File: src/rtl/pc_stack_unit.sv
// Program counter with increment/jump/relative-branch and a bounded hardware
// return-address stack; error flags are sticky until clr_err.
module pc_stack_unit #(
    parameter int                ADDR_W      = 10,
    parameter int                DISP_W      = 8,
    parameter int                STACK_DEPTH = 8,
    parameter logic [ADDR_W-1:0] RESET_ADDR  = '0
) (
    input  logic                               clk,
    input  logic                               reset,
    input  logic                               pc_en,
    input  logic [2:0]                         op,
    input  logic [ADDR_W-1:0]                  pc_in,
    input  logic [DISP_W-1:0]                  disp,
    input  logic                               clr_err,
    output logic [ADDR_W-1:0]                  pc_out,
    output logic [ADDR_W-1:0]                  stack_top,
    output logic [$clog2(STACK_DEPTH+1)-1:0]   depth,
    output logic                               stack_full,
    output logic                               stack_empty,
    output logic                               overflow,
    output logic                               underflow,
    output logic                               illegal_op
);

    localparam int DEPTH_W = $clog2(STACK_DEPTH + 1);
    localparam int IDX_W   = $clog2(STACK_DEPTH);

    localparam logic [2:0] OP_INC    = 3'b000;
    localparam logic [2:0] OP_JMP    = 3'b001;
    localparam logic [2:0] OP_BRANCH = 3'b010;
    localparam logic [2:0] OP_CALL   = 3'b011;
    localparam logic [2:0] OP_RET    = 3'b100;
    localparam logic [2:0] OP_HOLD   = 3'b101;

    logic [ADDR_W-1:0]  pc_q, pc_d;
    logic [DEPTH_W-1:0] depth_q, depth_d;
    logic [IDX_W-1:0]   top_idx_q, top_idx_d;
    logic [IDX_W-1:0]   wr_idx;
    logic               ovf_q, ovf_d;
    logic               udf_q, udf_d;
    logic               ill_q, ill_d;
    logic               push;
    logic [ADDR_W-1:0]  pc_inc;
    logic [ADDR_W-1:0]  pc_branch;
    logic [ADDR_W-1:0]  disp_ext;
    logic [ADDR_W-1:0]  stack_mem [STACK_DEPTH];

    generate
        if (ADDR_W > DISP_W) begin : gen_sext
            assign disp_ext = {{(ADDR_W-DISP_W){disp[DISP_W-1]}}, disp};
        end else begin : gen_trunc
            assign disp_ext = disp[ADDR_W-1:0];
        end
    endgenerate

    assign pc_inc    = pc_q + ADDR_W'(1);
    assign pc_branch = pc_q + disp_ext;

    assign stack_empty = (depth_q == '0);
    assign stack_full  = (depth_q == DEPTH_W'(STACK_DEPTH));
    // top_idx_q tracks the newest entry, so the next free slot is one above it
    assign wr_idx      = stack_empty ? '0 : top_idx_q + IDX_W'(1);
    assign stack_top   = stack_empty ? '0 : stack_mem[top_idx_q];

    always_comb begin
        pc_d      = pc_q;
        depth_d   = depth_q;
        top_idx_d = top_idx_q;
        push      = 1'b0;
        ovf_d     = ovf_q & ~clr_err;
        udf_d     = udf_q & ~clr_err;
        ill_d     = ill_q & ~clr_err;
        if (pc_en) begin
            case (op)
                OP_INC:    pc_d = pc_inc;
                OP_JMP:    pc_d = pc_in;
                OP_BRANCH: pc_d = pc_branch;
                OP_CALL: begin
                    pc_d = pc_in;
                    if (stack_full) begin
                        ovf_d = 1'b1;
                    end else begin
                        push      = 1'b1;
                        depth_d   = depth_q + DEPTH_W'(1);
                        top_idx_d = wr_idx;
                    end
                end
                OP_RET: begin
                    if (stack_empty) begin
                        pc_d  = pc_inc;
                        udf_d = 1'b1;
                    end else begin
                        pc_d      = stack_mem[top_idx_q];
                        depth_d   = depth_q - DEPTH_W'(1);
                        top_idx_d = top_idx_q - IDX_W'(1);
                    end
                end
                OP_HOLD:   pc_d  = pc_q;
                default:   ill_d = 1'b1;
            endcase
        end
    end

    always_ff @(posedge clk or posedge reset) begin
        if (reset) begin
            pc_q      <= RESET_ADDR;
            depth_q   <= '0;
            top_idx_q <= '0;
            ovf_q     <= 1'b0;
            udf_q     <= 1'b0;
            ill_q     <= 1'b0;
        end else begin
            pc_q      <= pc_d;
            depth_q   <= depth_d;
            top_idx_q <= top_idx_d;
            ovf_q     <= ovf_d;
            udf_q     <= udf_d;
            ill_q     <= ill_d;
        end
    end

    // Return-address storage is not reset; entries are only read once pushed
    always_ff @(posedge clk) begin
        if (push) begin
            stack_mem[wr_idx] <= pc_inc;
        end
    end

    assign pc_out     = pc_q;
    assign depth      = depth_q;
    assign overflow   = ovf_q;
    assign underflow  = udf_q;
    assign illegal_op = ill_q;

endmodule

File: config.mk
export PLATFORM = sky130hd
export DESIGN_NAME = pc_stack_unit
export DESIGN_NICKNAME = d
export VERILOG_FILES = /design/src/rtl/pc_stack_unit.sv
export SDC_FILE = /design/constraint.sdc
export NUM_CORES = 1
export LEC_CHECK = 0
export ABC_CLOCK_PERIOD_IN_PS = 3300
export CAP_MARGIN = 20
export CORE_MARGIN = 2
export CORE_UTILIZATION = 35
export CTS_CLUSTER_DIAMETER = 150
export DETAILED_ROUTE_END_ITERATION = 7
export DONT_BUFFER_PORTS = 1
export GPL_TIMING_DRIVEN = 0
export SYNTH_ARGS = -nofsm -noshare
export SYNTH_HDL_FRONTEND = slang
export SYNTH_SLANG_ARGS = --single-unit
File: constraint.sdc
create_clock -name clk -period 3.3 [get_ports clk]
set_clock_uncertainty 0.05 [all_clocks]
set_input_delay 0.33 -clock clk [delete_from_list [all_inputs] [get_ports clk]]
set_output_delay 0.33 -clock clk [all_outputs]
set_load 0.05 [all_outputs]
After elaboration in Yosys (flattened, before gate mapping). Memories as Yosys holds them, arrays and structs flattened. Cells that the tools add are included.

Reduce and logical (&&, ||, !) cells: 8. Equal/unequal tests: 8. Bitwise logic cells: 4. Mux-type cells: 23. Add/sub/neg operators: 6.

Operator list (count): $pmux 10 s4 (1); $mux 10 (2); $mux 1 (13); $add 10x1->10 const B (1); $add 10x10->10 (1); $mux 3 (3); $mux 4 (2); $pmux 4 s2 (1); $eq 3x2->1 const B (2); $eq 3x3->1 const B (2); $pmux 3 s2 (1); $reduce_or 6->1 (1); $add 4x1->4 const B (1); $eq 4x4->1 const B (1); $logic_not 4->1 (1); $ne 2x2->1 const B (2); $reduce_and 4->1 (1); $reduce_bool 4->1 (1); $sub 4x1->4 const B (1); $add 3x1->3 const B (1); $and 1x1->1 (3); $eq 3x1->1 const B (1); $logic_not 3->1 (1); $sub 3x1->3 const B (1); 4 further kinds (4).

RAM bits: 80. Bits of input ports: 25. Memories kept: 1. Output and inout port bits: 29. Logic and storage cells: 56. Bits in registers: 20.

Memory list: stack_mem (words 8, width 10, read ports 1, clocked after Yosys merged registers in 0, write ports 1, line 47) `logic [ADDR_W-1:0] stack_mem [STACK_DEPTH];`.

Depth between registers and ports, before layout. Gate-level depths: netlist of run 1.

Word-level depth: 6. Gate-level depth with buffers: 10. Depth with buffers taken out: 8.

Least setup slack after synthesis of run 1. Ideal clock, no wire load.

Path kind: reg2reg. Start: register depth_q[0] (netlist: depth[0]). End: memory stack_mem[4][0] (enable). Library setup time: 403 ps. Stages on the path, launching flop included: 7. Data arrival time: 2735 ps. Setup slack: 111 ps. Buffers on the path: 2. Required time: 2847 ps. Clock period less this slack: 3189 ps. Cells stage by stage: dfrtp_1 nor3_1 nand2b_1 buf_2 inv_2 clkbuf_1 nor4_1.

Elaborated cells on any way between the ends: 8. Those cells by class: eq/ne (1); mux (6); reduce/logical (1).

RTL lines: from (decl) (line 37) `logic [DEPTH_W-1:0] depth_q, depth_d;`; from (signal assigned) (line 115) `depth_q <= depth_d;`; $logic_not 4->1 (line 60) `assign stack_empty = (depth_q == '0);`; named net stack_empty (line 20) `output logic stack_empty,`; $mux 3 (line 63) `assign wr_idx = stack_empty ? '0 : top_idx_q + IDX_W'(1);`; to (decl) (line 47).

The timed path passes the listed nets, and every way through them passes these cells.

Final worst setup path of run 1.
Start: register top_idx_q[1]. End: output stack_top[0].

Cells in the longest elaborated chain, start to end: 2.

Ends and longest elaborated chain: from (decl) (line 38) `logic [IDX_W-1:0] top_idx_q, top_idx_d;`; from (signal assigned) (line 116) `top_idx_q <= top_idx_d;`; $mem_v2 8x10; $mux 10 (line 64) `assign stack_top = stack_empty ? '0 : stack_mem[top_idx_q];`; to (decl) (line 17) `output logic [ADDR_W-1:0] stack_top,`.

Every way passes these cells.

==> impl_metrics.py, run 1 <==
metrics = {
    "outcome": {
        "outcome": "finished, violations left",
        "violations": "negative hold slack",
    },
    "clock_network": {
        "clkTransAtPathRegs_ns": 0.07,
        "numCtsBuffers": 9,
        "cts.path.max_buffers": 2,
        "cts_tree": "done",
        "htreeDepth": 3,
        "clockRootBuffer": "clkbuf_16",
        "clk_latency_ns": 0.35,
        "clock-sinks": 100,
    },
    "routing": {
        "wl_per_cell_um": 21.1,
        "wirelength_um": 11800,
        "antenna_left": 0,
        "vias": 3066,
        "drc": 0,
        "drtPass1Iterations": 5,
        "drtIter0Drc": 213,
        "avgViaCountPerCell": 5.48,
    },
    "cells_and_area": {
        "drive_above_1_share_pct": 16.1,
        "multi_input_area_sq_mm": 0.00186,
        "antenna_cells": 0,
        "layout-area-overhead-vs-synth_pct": 13.6,
        "nets": 415,
        "seq_area_sq_mm": 0.00290,
        "fill_cells": 1289,
        "final_cell_mix": "edfxtp_1, nor2_1, dfrtp_1",
        "final_common_cell": "edfxtp_1",
    },
    "floorplanning": {
        "dieHeight_um": 122,
        "ioPinCount": 54,
        "num_rows": 43,
        "fp.dieArea_sq_mm": 0.0149,
        "start_util_pct": 35.5,
        "core_area_sq_mm": 0.0137,
        "die_w_um": 122,
    },
    "yosys": {
        "postSynthAreaPerCell_sq_um": 13.8,
        "netlist_instances": 353,
        "synth_area_sq_mm": 0.00487,
        "ys.warnings.count": 0,
        "synth_top_area_cell": "edfxtp_1",
        "yosysSeqAreaShare_pct": 59.7,
        "synth-edff-count": 80,
        "synth.distinct_cells": 58,
        "synthFlopType": "edfxtp_1",
        "yosys_register_bits": 100,
        "synth_fp_nets": 394,
        "async_flop_share_pct": 20.0,
        "synth_top_cell_area_share_pct": 49.4,
        "synth_area_leaders": "edfxtp_1, dfrtp_1, mux4_2, ha_1, nor2_1",
    },
    "sta": {
        "maxSlewHeadroom_pct": 23.1,
        "final-max-slew-violation-count": 0,
        "holdWs_ns": -0.00495,
        "rsz0062_at_grt": "no",
        "finalCritPeriodShare_pct": 95.8,
        "finalSetupViolCount": 0,
        "fin_setup_tns_ns": 0,
        "hold_violations": 11,
        "max_freq_ghz": 0.316,
        "timing.final.crit_period_ns": 3.16,
        "tightestPinTransition_ns": 1.15,
    },
    "worst_hold_path": {
        "hold_class": "in2async",
    },
    "worst_setup_path": {
        "cp_cell_sequence": "buf_2 > clkbuf_1 > mux4_2 > mux2i_1 > nor2_1",
        "cp_slowest_cell": "nor2_1",
        "crit_buf_inv": 2,
        "endpoint_kind": "output port",
        "worstPathMaxFanout": 10,
        "crit_type": "reg2out",
        "cp.arrival_ns": 2.78,
        "path_delay_family": "simple AND/OR/NAND/NOR gates",
        "crit_path_start_kind": "register",
        "reg2reg_from": "depth[0]",
        "crit_cells": 5,
        "cp-startpoint": "top_idx_q[1]",
        "worst_path_largest_cell_delay_ns": 0.83,
        "rr_worst_depth": 8,
        "crit_required_ns": 2.92,
    },
    "pwr": {
        "leakage_nw": 1.95,
        "power_density_mw_per_mm2": 951,
        "vdd_drop_max_mv": 0.338,
        "total_power_mw": 5.26,
    },
    "global_route": {
        "antenna_found_initial": 0,
        "grt_max_degree": 21,
        "grt_util_all_layers_pct": 16.7,
        "grt_pass1_wl_um": 17800,
        "overflow": 0,
        "grt_pass1_vias": 3056,
    },
    "flow_run": {
        "drv_cap": 0,
    },
    "place": {
        "dp_hpwl_um": 8570,
        "portBuffers": 0,
        "gp_congestion": 0.832,
    },
}
worst paths after layout:
check | endpoint | slack (ns)
worst max-delay path | stack_top[0] | 0.14
worst min-delay path | overflow | -0.005
worst max register to register | stack_mem[4][0] | 0.19
worst min register to register | underflow | 0.75
max in group asynchronous | pc_out[5] | 2.67
min in group clk | illegal_op | 0.03
cell usage after synthesis, types with 3 or more instances:
cell type	n
xor2_1	7
mux4_2	18
inv_1	14
and3_1	3
ha_1	14
a21o_1	4
a31oi_1	5
and2_1	4
a221oi_1	6
edfxtp_1	80
mux2i_1	10
nor2_1	36
nand4_1	3
dfrtp_1	20
o21ai_0	14
nand2_1	19
xnor2_1	13
nand3_1	10
a21oi_1	12
clkbuf_1	6
buf_2	7
layout make-up:
type	count	share of cell area, %
clock buffers	12	4.82
plain buffers	16	1.45
multi-input cells	222	33.6
clock inverters	4	0.543
flip-flops and latches	100	52.5
well taps	180	4.07
inverters	15	1.02
repair buffers	10	2.04
state kept, by name, summed over array words and instances, names as in the netlist:
| register | count |
|---|---|
| depth | 4 |
| stack_mem | 80 |
| overflow | 1 |
| underflow | 1 |
| illegal_op | 1 |
| top_idx_q | 3 |
| pc_out | 10 |
per-layer routing:
layer / global-route usage (%) / wire length (um) / up-vias
met5: 0 / 0 / -
met4: 4.53 / 129 / 0
met3: 6.74 / 1080 / 11
met2: 27.5 / 5810 / 108
met1: 20.5 / 4790 / 1547
li1: - / - / 1400
logic make-up (layout without fill, tap and decap cells):
logic type      after synthesis  after routing  synth area share, %
fa+ha+maj                    16             16                 4.42
mux                          31             31                 11.7
simple gates                 88             88                 8.46
flops                       100            100                 59.7
buf+inv                      31             57                 2.80
xor+xnor                     20             20                 3.60
compound gates               67             67                 9.36
power by group:
part           switching [mW]  internal, mW  leakage, nW
Clock                   0.456         0.577        0.147
Combinational            1.49         0.722        0.850
Sequential              0.380          1.64        0.953
repair_timing:
action,in CTS,in global routing
endpoints found under the setup margin,0,4
buffers inserted,0,0
gates resized for setup,0,4
hold buffers,0,0
stage by stage:
stage | util [%] | instance area (sq um) | hold WS (ns) | cells | worst slack [ns]
after detailed placement | 37.8 | 5190 | 0.389 | 540 | 0.138
after global placement | 37.1 | 5090 | 0.367 | 533 | -1.17
after global routing | 40.3 | 5530 | 0.0168 | 559 | 0.0131
after floorplan | - | 4870 | 0.244 | 353 | 0.111
after CTS | 40.0 | 5480 | 0.0115 | 556 | 0.0681
final | 40.3 | 5530 | -0.00495 | 559 | 0.140
(Power assumes the default switching activity.)
==> inputs of run 2 (changes only) <==
Settings changed: CORE_UTILIZATION 35 to 40, SKIP_LAST_GASP set to 1.
==> run 2 against run 1 <==
Effect of this change: hold slack worse by 0.0081 ns; count of clock-buffer cells in the layout is 2 lower; sequential power is essentially flat; first-iteration DRC count is 12% lower; flip-flop and latch count unchanged; cell count is 6.6% lower; the flow still finishes with violations (negative hold slack); clock power increased by 23%; routed wire length shrank 6.6%; setup slack worse by 0.14 ns; via count unchanged; largest power group unchanged.
==> impl_metrics.py, run 2 (same netlist as run 1, synthesis figures left out) <==
metrics = {
    "routing": {
        "drtIter0Drc": 188,
        "antenna_left": 0,
        "vias": 3066,
        "drtPass1Iterations": 7,
        "wl_per_cell_um": 21.1,
        "drc": 0,
        "wirelength_um": 11000,
        "avgViaCountPerCell": 5.87,
    },
    "cells_and_area": {
        "drive_above_1_share_pct": 16.3,
        "largest_register_ffs": 80,
        "final_common_cell": "edfxtp_1",
        "top_register": "stack_mem",
        "nets": 411,
        "final_cell_mix": "edfxtp_1, nor2_1, dfrtp_1",
        "fin_cells": 522,
        "utilization_pct": 46.2,
        "layout-area-overhead-vs-synth_pct": 13.6,
        "antenna_cells": 0,
    },
    "sta": {
        "holdWs_ns": -0.0131,
        "fin_ws_ns": 0.00193,
        "tightestPinTransition_ns": 1.06,
        "timing.final.crit_period_ns": 3.30,
        "maxSlewHeadroom_pct": 28.8,
        "finalCritPeriodShare_pct": 99.9,
        "max_freq_ghz": 0.303,
        "finalSetupViolCount": 0,
        "hold_violations": 19,
        "fin_setup_tns_ns": 0,
        "rsz0062_at_grt": "yes",
        "final-max-slew-violation-count": 0,
    },
    "worst_setup_path": {
        "cp.arrival_ns": 2.92,
        "cp-startpoint": "depth[0]",
        "path_delay_family": "simple AND/OR/NAND/NOR gates",
        "cp_cell_sequence": "nor3_1 > nand2b_1 > buf_2 > inv_2 > clkbuf_2 > nor2_1",
        "reg2reg_from": "depth[0]",
        "worst_path_largest_cell_delay_ns": 0.84,
        "endpoint_kind": "output port",
        "crit_path_start_kind": "register",
        "worstPathMaxFanout": 10,
        "cp_slowest_cell": "nor2_1",
        "crit_type": "reg2out",
        "crit_buf_inv": 3,
        "crit_required_ns": 2.92,
    },
    "place": {
        "dp_hpwl_um": 7790,
        "gp_congestion": 0.885,
        "dp.cells": 503,
        "dpl_worst_slack_ns": -0.561,
        "portBuffers": 0,
    },
    "clock_network": {
        "clk_latency_ns": 0.34,
        "cts.path.max_buffers": 2,
        "clkTransAtPathRegs_ns": 0.07,
        "clockRootBuffer": "clkbuf_16",
        "numCtsBuffers": 9,
        "cts_tree": "done",
        "htreeDepth": 3,
        "clock-sinks": 100,
    },
    "global_route": {
        "antenna_found_initial": 0,
        "grt_pass1_vias": 2925,
        "overflow": 0,
        "grt_pass1_wl_um": 16900,
        "grt_util_all_layers_pct": 17.7,
        "grt_max_degree": 21,
    },
    "outcome": {
        "violations": "negative hold slack",
        "outcome": "finished, violations left",
    },
    "worst_hold_path": {
        "hold_class": "in2async",
    },
    "pwr": {
        "vdd_drop_max_mv": 0.578,
        "power_density_mw_per_mm2": 978,
        "leakage_nw": 1.96,
    },
    "floorplanning": {
        "start_util_pct": 40.7,
        "dieHeight_um": 114,
        "ioPinCount": 54,
        "fp.dieArea_sq_mm": 0.0131,
        "die_w_um": 114,
        "core_area_sq_mm": 0.0120,
        "num_rows": 40,
    },
    "flow_run": {
        "drv_cap": 0,
    },
}
[run 2: cell count changes in the layout (fill, tap and decap cells not counted), sizes merged]
cell    delta
buf        -2
clkbuf     -4
inv        -2
bufinv     +4
[run 2: final timing paths]
| path | end | slack [ns] | cells after the start |
|---|---|---|---|
| max | stack_top[6] | 0.002 | 6 |
| max in group asynchronous | pc_out[8] | 2.69 | 1 |
| min reg2reg | illegal_op | 0.75 | 2 |
| min | overflow | -0.01 | 1 |
| max reg2reg | stack_mem[4][2] | 0.26 | 7 |
| min in group clk | illegal_op | 0.03 | 1 |
[run 2: area by class of cell]
type / count / area (sq um)
Sequential cell: 100 / 2900
Multi-Input combinational cell: 222 / 1880
Clock inverter: 6 / 138
Tap cell: 147 / 184
Timing Repair Buffer: 6 / 56.3
Buffer: 16 / 81.3
Inverter: 15 / 56.3
Fill cell: 1054 / 6430
Clock buffer: 10 / 229
[run 2: routing by layer]
layer	vias up	global-route usage, %	wire length [um]	share of wire (%)
met5	-	0	0	0
met4	0	5.45	102	0.92
met3	9	5.19	765	6.9
met2	117	27.9	5410	49
met1	1543	23.8	4750	43
li1	1397	-	-	-
[run 2: stage by stage]
| stage | cell area, sq um | hold slack, ns | total power, mW |
|---|---|---|---|
| final | 5530 | -0.0131 | 5.41 |
| after global routing | 5530 | 0.0337 | 5.67 |
| after CTS | 5480 | 0.0124 | 5.41 |
| after detailed placement | 5090 | 0.380 | 4.11 |
| after global placement | 5050 | 0.377 | 4.06 |
| after floorplan | 4870 | 0.244 | 3.65 |
[run 2: timing repair]
item / CTS / global route
hold buffers: 0 / 0
resized for setup: 7 / 3
endpoints found under the hold margin: 0 / 0
endpoints found under the setup margin: 40 / 28
gates cloned: 0 / 0
buffers inserted: 0 / 0
[run 2: worst reg2reg max path, cell delays in order, from the launching register on]
cell	delay (ns)
dfrtp_1	0.72
nor3_1	0.17
nand2b_1	0.11
buf_2	0.20
inv_2	0.12
clkbuf_2	0.42
nor4_4	0.68
buf_4	0.28
[run 2: where the power goes]
part           leakage (nW)  switching (mW)  total [mW]  internal (mW)
Clock                 0.177           0.446        1.27          0.820
Combinational         0.828            1.45        2.12          0.668
Sequential            0.953           0.382        2.02           1.64
==> inputs of run 3 (changes only) <==
Settings changed: CORE_MARGIN 2 to 10.
==> run 3 against run 2 <==
Effect of this change: the run ends with negative setup slack left; non-clock buffer count is 3 higher; clock power is 17% lower; critical path depth stayed put; maximum frequency is 3.1% lower; critical endpoint is now stack_top[1]; global-route usage is 3.4 points lower.
==> impl_metrics.py, run 3 (same netlist as run 1, synthesis figures left out) <==
metrics = {
    "outcome": {
        "outcome": "finished, violations left",
        "violations": "negative setup slack",
    },
    "routing": {
        "wl_per_cell_um": 22.2,
        "drtPass1Iterations": 7,
        "vias": 3062,
        "wirelength_um": 11700,
        "drc": 0,
        "drtIter0Drc": 277,
        "avgViaCountPerCell": 5.83,
        "antenna_left": 0,
    },
    "worst_setup_path": {
        "worstPathMaxFanout": 10,
        "reg2reg_from": "depth[0]",
        "crit_required_ns": 2.92,
        "crit_path_start_kind": "register",
        "path_delay_family": "simple AND/OR/NAND/NOR gates",
        "rr_worst_depth": 8,
        "crit_type": "reg2out",
        "worst_path_largest_cell_delay_ns": 0.96,
        "r2r_end": "pc_out[1]",
        "cp_slowest_cell": "nor2_1",
        "endpoint_kind": "output port",
        "cp_cell_sequence": "nor3_1 > nand2b_1 > buf_2 > inv_2 > clkbuf_2 > nor2_1",
        "rrSetupSlack_ns": 0.17,
        "crit_buf_inv": 3,
        "cp.arrival_ns": 3.02,
    },
    "clock_network": {
        "cts.path.max_buffers": 2,
        "clock-sinks": 100,
        "clockRootBuffer": "clkbuf_16",
        "numCtsBuffers": 9,
        "cts_hold_buf": 0,
        "clkTransAtPathRegs_ns": 0.07,
        "htreeDepth": 3,
        "cts_tree": "done",
        "clk_latency_ns": 0.34,
    },
    "pwr": {
        "total_power_mw": 5.17,
        "sequentialPowerShare_pct": 39.1,
        "pwr-share-clk_pct": 20.4,
        "comb_power_share_pct": 40.5,
        "power.switching_mw": 2.28,
        "leakage_nw": 1.94,
        "power_density_mw_per_mm2": 948,
        "vdd_drop_max_mv": 0.468,
        "p_int_mw": 2.89,
        "netSwitchingFraction_pct": 44.1,
    },
    "global_route": {
        "grt_pass1_vias": 2949,
        "grt_util_all_layers_pct": 14.3,
        "grt_pass1_wl_um": 18000,
        "antenna_found_initial": 0,
        "grt_max_degree": 21,
        "overflow": 0,
    },
    "worst_hold_path": {
        "hold_class": "in2async",
    },
    "flow_run": {
        "drv_cap": 0,
    },
    "cells_and_area": {
        "nets": 414,
        "final_cell_mix": "edfxtp_1, nor2_1, dfrtp_1",
        "fin_cells": 525,
        "largest_register_ffs": 80,
        "antenna_cells": 0,
        "utilization_pct": 45.6,
        "stdcell_area_sq_mm": 0.00546,
        "top_register": "stack_mem",
        "final_common_cell": "edfxtp_1",
        "fill_cells": 1069,
        "drive_above_1_share_pct": 16.1,
        "layout-area-overhead-vs-synth_pct": 12.1,
    },
    "sta": {
        "rsz0062_at_grt": "yes",
        "fin_setup_tns_ns": -0.198,
        "finalCritPeriodShare_pct": 103,
        "hold_violations": 0,
        "finalSetupViolCount": 2,
        "timing.final.crit_period_ns": 3.40,
        "max_freq_ghz": 0.294,
        "maxSlewHeadroom_pct": 26.4,
        "tightestPinTransition_ns": 1.10,
        "holdWs_ns": 0.0157,
        "fin_ws_ns": -0.104,
        "final-max-slew-violation-count": 0,
    },
    "floorplanning": {
        "fp.dieArea_sq_mm": 0.0170,
        "num_rows": 40,
        "die_w_um": 130,
        "ioPinCount": 54,
        "core_area_sq_mm": 0.0120,
        "dieHeight_um": 130,
        "start_util_pct": 40.7,
    },
    "place": {
        "post_dp_cell_area_sq_mm": 0.00510,
        "dp.cells": 505,
        "portBuffers": 0,
        "dpl_worst_slack_ns": -0.584,
        "dp_hpwl_um": 8450,
        "gp_congestion": 0.846,
    },
}
-- run 3: cell count changes in the layout (fill, tap and decap cells not counted) --
cell        previous run  this run
clkinvlp_4             0         2
inv_6                  0         2
nor2_4                 3         1
nor4_2                 0         2
clkinv_4               2         1
nor2_2                 4         3
buf_4                  4         5
bufinv_16              4         1
nor4_4                 2         0
buf_6                  4         6
nor2_1                31        34
-- run 3: how the worst max path moves through the flow --
| stage | from | endpoint | cells after the start |
|---|---|---|---|
| 2_1_floorplan | depth[0] | stack_mem[4][0] | 6 |
| 3_3_place_gp | depth[0] | stack_mem[4][0] | 6 |
| 3_5_place_dp | depth[0] | stack_mem[0][4] | 7 |
| 4_1_cts | depth[0] | stack_top[1] | 6 |
| 5_1_grt | depth[0] | stack_top[3] | 6 |
| 6_report | depth[0] | stack_top[1] | 6 |
-- run 3: final cells by class --
class,count,area [sq um],share of cell area [%]
clock inverters,6,71.3,1.31
inverters,15,56.3,1.03
multi-input cells,222,1840,33.8
flip-flops and latches,100,2900,53.2
repair buffers,9,86.3,1.58
clock buffers,10,229,4.20
well taps,147,184,3.37
plain buffers,16,81.3,1.49
-- run 3: what timing repair did --
action | in CTS | in global routing
setup endpoints to repair | 26 | 8
hold endpoints to repair | 0 | 0
buffers inserted | 0 | 0
gates resized for setup | 2 | 1
-- run 3: power by group through the flow --
stage	Clock (mW)	Sequential, mW	Combinational, mW
floorplan	0	2.00	1.65
global placement	0	2.05	2.03
detailed placement	0	2.05	2.08
CTS	1.07	2.03	2.10
global route	1.14	2.04	2.28
finish	1.05	2.02	2.09
-- run 3: per-layer routing --
| metal | vias to the layer above | part of all wire (%) | GRT usage [%] |
|---|---|---|---|
| met1 | 1562 | 43 | 18.9 |
| met4 | 0 | 1.1 | 2.91 |
| met5 | - | 0 | 0 |
| met3 | 14 | 7.2 | 4.22 |
| met2 | 89 | 49 | 22.9 |
| li1 | 1397 | - | - |
